===== config.mk =====
export PLATFORM = sky130hd
export DESIGN_NAME = fma_operand_sequencer
export DESIGN_NICKNAME = d
export VERILOG_FILES = /design/src/rtl/fma_pkg.sv /design/src/rtl/fma_ab_fifo.sv /design/src/rtl/fma_operand_sequencer.sv
export SDC_FILE = /design/constraint.sdc
export NUM_CORES = 1
export LEC_CHECK = 0
export CORE_MARGIN = 1.5
export CORE_UTILIZATION = 45
export CTS_BUF_LIST = sky130_fd_sc_hd__clkbuf_8
export CTS_CLUSTER_DIAMETER = 200
export DETAILED_ROUTE_END_ITERATION = 7
export GPL_TIMING_DRIVEN = 0
export PLACE_DENSITY = 0.68
export SLEW_MARGIN = 20
export SYNTH_ARGS = -nofsm -noshare
export SYNTH_HDL_FRONTEND = slang
export SYNTH_SLANG_ARGS = --single-unit

===== constraint.sdc =====
create_clock -name clk_in -period 2.3 [get_ports clk_in]
set_input_delay 0.46 -clock clk_in [delete_from_list [all_inputs] [get_ports clk_in]]
set_output_delay 0.46 -clock clk_in [all_outputs]
set_load 0.05 [all_outputs]

===== src/rtl/fma_pkg.sv =====
// Shared defaults, sequencer state type and abc packing helper for the fma operand sequencer.
package fma_pkg;

  localparam int unsigned WIDTH       = 16;
  localparam int unsigned FIXED_POINT = 10;

  typedef enum logic [1:0] {
    StIdle,
    StIssue,
    StZero
  } seq_state_t;

  function automatic logic [3*WIDTH-1:0] pack_abc(input logic [WIDTH-1:0] a,
                                                  input logic [WIDTH-1:0] b,
                                                  input logic [WIDTH-1:0] c);
    return {a, b, c};
  endfunction

endpackage


===== src/rtl/fma_ab_fifo.sv =====
// Synchronous (a,b) pair FIFO; no bypass, so a pushed entry reaches the head on the next cycle.
module fma_ab_fifo #(
  parameter int unsigned Width = 32,
  parameter int unsigned Depth = 4
) (
  input  logic             clk_i,
  input  logic             rst_ni,
  input  logic             push_i,
  input  logic [Width-1:0] data_i,
  input  logic             pop_i,
  output logic [Width-1:0] data_o,
  output logic             full_o,
  output logic             empty_o
);

  localparam int unsigned PtrW = (Depth > 1) ? $clog2(Depth) : 1;
  localparam int unsigned CntW = PtrW + 1;

  logic [Width-1:0] mem_q [Depth];
  logic [PtrW-1:0]  wr_ptr_q, rd_ptr_q;
  logic [CntW-1:0]  count_q;
  logic             push_en, pop_en;

  assign full_o  = (count_q == CntW'(Depth));
  assign empty_o = (count_q == '0);
  // A full FIFO refuses pushes even when a pop frees a slot in the same cycle.
  assign push_en = push_i && !full_o;
  assign pop_en  = pop_i && !empty_o;
  assign data_o  = mem_q[rd_ptr_q];

  always_ff @(posedge clk_i or negedge rst_ni) begin
    if (!rst_ni) begin
      wr_ptr_q <= '0;
      rd_ptr_q <= '0;
      count_q  <= '0;
    end else begin
      if (push_en) wr_ptr_q <= wr_ptr_q + PtrW'(1);
      if (pop_en)  rd_ptr_q <= rd_ptr_q + PtrW'(1);
      if (push_en && !pop_en) begin
        count_q <= count_q + CntW'(1);
      end else if (pop_en && !push_en) begin
        count_q <= count_q - CntW'(1);
      end
    end
  end

  always_ff @(posedge clk_i) begin
    if (push_en) mem_q[wr_ptr_q] <= data_i;
  end

endmodule


===== src/rtl/fma_operand_sequencer.sv =====
// Issue stage for one fma lane: buffers (a,b) pairs and sequences one dot-product job at a time.
// Optional FMA_SEQ_STARVE_CNT_EN adds starve_cnt_out (ISSUE cycles spent with an empty FIFO).
module fma_operand_sequencer
  import fma_pkg::*;
#(
  parameter int unsigned WIDTH      = fma_pkg::WIDTH,
  parameter int unsigned LEN_W      = 8,
  parameter int unsigned FIFO_DEPTH = 4
) (
  input  logic               clk_in,
  input  logic               rst_n_in,
  input  logic [LEN_W-1:0]   job_len_in,
  input  logic [WIDTH-1:0]   job_bias_in,
  input  logic               job_valid_in,
  output logic               job_ready_out,
  input  logic [2*WIDTH-1:0] ab_in,
  input  logic               ab_valid_in,
  output logic               ab_ready_out,
  output logic [3*WIDTH-1:0] abc_out,
  output logic               valid_out,
  output logic               c_valid_out,
  output logic               output_can_be_valid_out,
  output logic               busy_out,
`ifdef FMA_SEQ_STARVE_CNT_EN
  output logic [15:0]        starve_cnt_out,
`endif
  output logic               done_out
);

  seq_state_t         state_q;
  logic [LEN_W-1:0]   remaining_q;
  logic [WIDTH-1:0]   bias_q;
  logic               first_q;
  logic               fifo_full, fifo_empty, pop;
  logic [2*WIDTH-1:0] fifo_head;
  logic               last_beat;

  fma_ab_fifo #(
    .Width (2 * WIDTH),
    .Depth (FIFO_DEPTH)
  ) u_ab_fifo (
    .clk_i   (clk_in),
    .rst_ni  (rst_n_in),
    .push_i  (ab_valid_in),
    .data_i  (ab_in),
    .pop_i   (pop),
    .data_o  (fifo_head),
    .full_o  (fifo_full),
    .empty_o (fifo_empty)
  );

  assign job_ready_out = (state_q == StIdle);
  assign busy_out      = (state_q != StIdle);
  assign ab_ready_out  = !fifo_full;
  assign pop           = (state_q == StIssue) && !fifo_empty;
  assign last_beat     = (remaining_q == LEN_W'(1));

  always_ff @(posedge clk_in or negedge rst_n_in) begin
    if (!rst_n_in) begin
      state_q                 <= StIdle;
      remaining_q             <= '0;
      bias_q                  <= '0;
      first_q                 <= 1'b0;
      abc_out                 <= '0;
      valid_out               <= 1'b0;
      c_valid_out             <= 1'b0;
      output_can_be_valid_out <= 1'b0;
      done_out                <= 1'b0;
    end else begin
      case (state_q)
        StIdle: begin
          valid_out               <= 1'b0;
          c_valid_out             <= 1'b0;
          output_can_be_valid_out <= 1'b0;
          done_out                <= 1'b0;
          if (job_valid_in) begin
            bias_q      <= job_bias_in;
            remaining_q <= job_len_in;
            first_q     <= 1'b1;
            state_q     <= (job_len_in == '0) ? StZero : StIssue;
          end
        end
        StIssue: begin
          if (pop) begin
            abc_out                 <= {fifo_head, bias_q};
            valid_out               <= 1'b1;
            c_valid_out             <= first_q;
            output_can_be_valid_out <= last_beat;
            done_out                <= last_beat;
            first_q                 <= 1'b0;
            remaining_q             <= remaining_q - LEN_W'(1);
            if (last_beat) state_q <= StIdle;
          end else begin
            // Starved: hold the pins, just drop valid until a pair arrives.
            valid_out <= 1'b0;
            done_out  <= 1'b0;
          end
        end
        StZero: begin
          // Zero-length job: a*b = 0 so the lane returns the bias alone.
          abc_out                 <= {{(2 * WIDTH){1'b0}}, bias_q};
          valid_out               <= 1'b1;
          c_valid_out             <= 1'b1;
          output_can_be_valid_out <= 1'b1;
          done_out                <= 1'b1;
          first_q                 <= 1'b0;
          state_q                 <= StIdle;
        end
        default: begin
          state_q <= StIdle;
        end
      endcase
    end
  end

`ifdef FMA_SEQ_STARVE_CNT_EN
  logic [15:0] starve_cnt_q;

  always_ff @(posedge clk_in or negedge rst_n_in) begin
    if (!rst_n_in) begin
      starve_cnt_q <= '0;
    end else if ((state_q == StIdle) && job_valid_in) begin
      starve_cnt_q <= '0;
    end else if ((state_q == StIssue) && fifo_empty && (starve_cnt_q != 16'hFFFF)) begin
      starve_cnt_q <= starve_cnt_q + 16'd1;
    end
  end

  assign starve_cnt_out = starve_cnt_q;
`endif

endmodule


==> impl_results.md <==
- Post-synth EDFFs: 128
- Clk_skew: 0.01576 ns
- Longest Clk Path Bufs: 3
- # diodes: 0
- Routed wire length: 17060 um
- HP Class: in2async
- Initial antenna violation count: 0
- Num Clock Sinks: 214
- Sequential area share after synthesis: 72.76%
- Cell Chain, Critical Path: clkdlybuf4s50_1
- Buf+Inv Stages, Crit Path: 1
- Rel. slew slack: 47.60%
- Fmax: 452.4 MHz
- CTS Root Cell: clkbuf_8
- Drt initial violations: 316
- Utilization after layout: 58.11%
- Die ar.: 19130 um2
- Final Cycle Share: 96.10%
- Slew Limit Fails: 0
- Critical Path Start Type: flop
- Largest stage delay on the critical path: 0.83 ns
- Critical path type: reg2out
- Synthesized instance count: 445
- R2R setup slack: 0.14 ns
- Clock-pin slew on the worst setup and hold paths: 0.06 ns
- Row count: 49
- Layout cells sized above 1: 22.45%
- DRC: 0
- Syn_nets: 517
- Hold Slack: 0.3704 ns
- Terminus of the critical flop-to-flop path: bias_q[9]
- Kind of cell adding the most delay to the critical path: buffers and inverters
- DR vias: 4625
- Worst Max-Slew Pin Slew: 0.7789 ns
- Status: finished, final reports clean
- TritonCTS clock tree: done
- RSZ-0062 raised after global routing: false
- Core ar.: 17960 um2
- Crit path required time: 1.84 ns
- Post-DP HPWL: 10970 um
- Seq cells post-synth: 214
- Die W: 138.3 um
- IO buf count: 114
- Max-cap violation count: 0
- Clock period minus worst slack: 2.210 ns
- CTS Buf Count: 35
- Setup ws final: 0.08968 ns
- Starting Density: 45.87%
- GPL Wtd Cong: 0.7680
- # setup viols final: 0
- CP Capture Type: output port
- Peak supply drop: 0.7972 mV
- Grt ovf: 0
- Post-synth top area share: 46.64%
- Tot Pwr: 15.29 mW
- PwrDens: 1465 nW/um2
- Clk Latency, worst-skew pair: 0.53 ns
- I/O pin total: 115
- Most frequent cells in the layout: edfxtp_1, clkdlybuf4s50_1, dfrtp_1, clkbuf_8, mux2_2
- Crit Path Max Fanout: 2
- Pleak: 3.968 nW
- Overall Global Routing Usage: 18.25%
- Async SR Flop Fraction: 40.19%
- Syn_area_per_cell: 18.52 um2
- Distinct cells, synth: 43
- Ys flop type: edfxtp_1
- Place WS: -0.1219 ns
- Max stage delay cell, worst path: clkdlybuf4s50_1
- Origin of the critical flop-to-flop path: state_q[0]
- Drt via density: 5.397
- Routed wire per std cell: 19.91 um
- Leading cell type in the layout, fill and taps excluded: edfxtp_1
- Global-route wire length before repair: 27050 um
- Cell taking the most area after synthesis: edfxtp_1
- Area grow syn2layout: 26.68%
- # fillers: 1380
- Synthesized cell area: 8240 um2
- Yosys warns: 0
- Arrival time worst endpoint: 1.75 ns
- Top post-synthesis cells by area: edfxtp_1, dfrtp_1, mux4_2
- DR pass1 iterations: 4
- Final Hold Fails: 0
- Vias in the first global route: 5064
- Chip height: 138.3 um
- Htree depth: 2
- Worst reg2reg path depth: 5
- Pin count of the biggest net entering global routing: 67
- Layout Nets: 675
- Routed Antenna Nets: 0
==> synthesized netlist by cell type, types with 2 or more instances <==
master,instances
buf_2,6
o21ai_0,14
buf_6,3
mux2_2,34
clkbuf_1,10
nor3_1,2
or4_1,2
and3_1,7
mux4_2,32
mux2i_1,2
o31ai_1,2
edfxtp_1,128
nor2_1,10
xor2_1,2
dfrtp_1,86
xnor2_1,4
nand3_1,2
o22a_1,2
a21oi_1,7
a31oi_1,3
nand2_1,13
ha_1,11
inv_1,10
nand2b_1,2
nor4_1,2
a22o_1,32
==> report_power, final <==
group	leakage, nW	internal, mW	total, mW	switching [mW]
sequential	2.21	5.34	5.93	0.591
clock	0.392	1.55	2.98	1.43
combinational	1.36	2.66	6.38	3.73
==> flip-flops by register name, indices dropped and copies added, names as in the netlist <==
signal                   count
output_can_be_valid_out      1
u_ab_fifo.rd_ptr_q           2
abc_out                     48
valid_out                    1
state_q                      2
bias_q                      16
c_valid_out                  1
remaining_q                  8
u_ab_fifo.mem_q            128
done_out                     1
u_ab_fifo.wr_ptr_q           2
first_q                      1
u_ab_fifo.count_q            3
==> worst max-delay path by stage <==
stage	from	end	slack, ns	cells after the start
detailed placement	ab_valid_in	u_ab_fifo.count_q[2]	-0.12	8
CTS	u_ab_fifo.count_q[0]	ab_ready_out	0.01	3
finish	abc_out[21]	abc_out[21]	0.09	1
global placement	rst_n_in	abc_out[28]	-2.58	1
floorplan	u_ab_fifo.count_q[0]	u_ab_fifo.count_q[2]	0.13	9
global route	state_q[0]	bias_q[15]	0.01	5
==> metal layers <==
metal	part of all wire (%)	up-vias	GRT usage (%)
li1	-	2064	-
met1	42	2358	23.88
met2	49	162	29.51
met3	5.9	41	4.641
met4	2.7	0	7.202
met5	0	-	0
==> logic make-up after synthesis <==
| group | Yosys count | share of synthesized area (%) |
|---|---|---|
| simple gates | 44 | 2.855 |
| mux | 68 | 13.64 |
| flops | 214 | 72.76 |
| fa+ha+maj | 12 | 1.913 |
| compound gates | 70 | 6.377 |
| buf+inv | 31 | 1.822 |
| xor+xnor | 6 | 0.6377 |
==> what timing repair did <==
action	in CTS	in global routing
resized for setup	8	10
buffers inserted	0	1
hold buffers	1	0
hold endpoints to repair	20	0
endpoints found under the setup margin	3	50
==> metrics by stage <==
stage,instance area (um2),TNS [ns],cells
floorplan,8243,0,445
global placement,9671,-299.70,788
detailed placement,9784,-0.2239,793
CTS,10430,0,856
global route,10440,0,857
finish,10440,0,857
==> area by class of cell <==
cell class / count / area, um2 / share of cell area [%]
Tap cell: 229 / 286.5 / 2.745
Inverter: 11 / 41.29 / 0.3955
Clock buffer: 39 / 536.8 / 5.142
Buffer: 20 / 112.6 / 1.079
Multi-Input combinational cell: 200 / 2105 / 20.16
Timing Repair Buffer: 121 / 1264 / 12.11
Sequential cell: 214 / 5997 / 57.45
Clock inverter: 23 / 96.34 / 0.9229
Power figures use the tool's default switching activity.
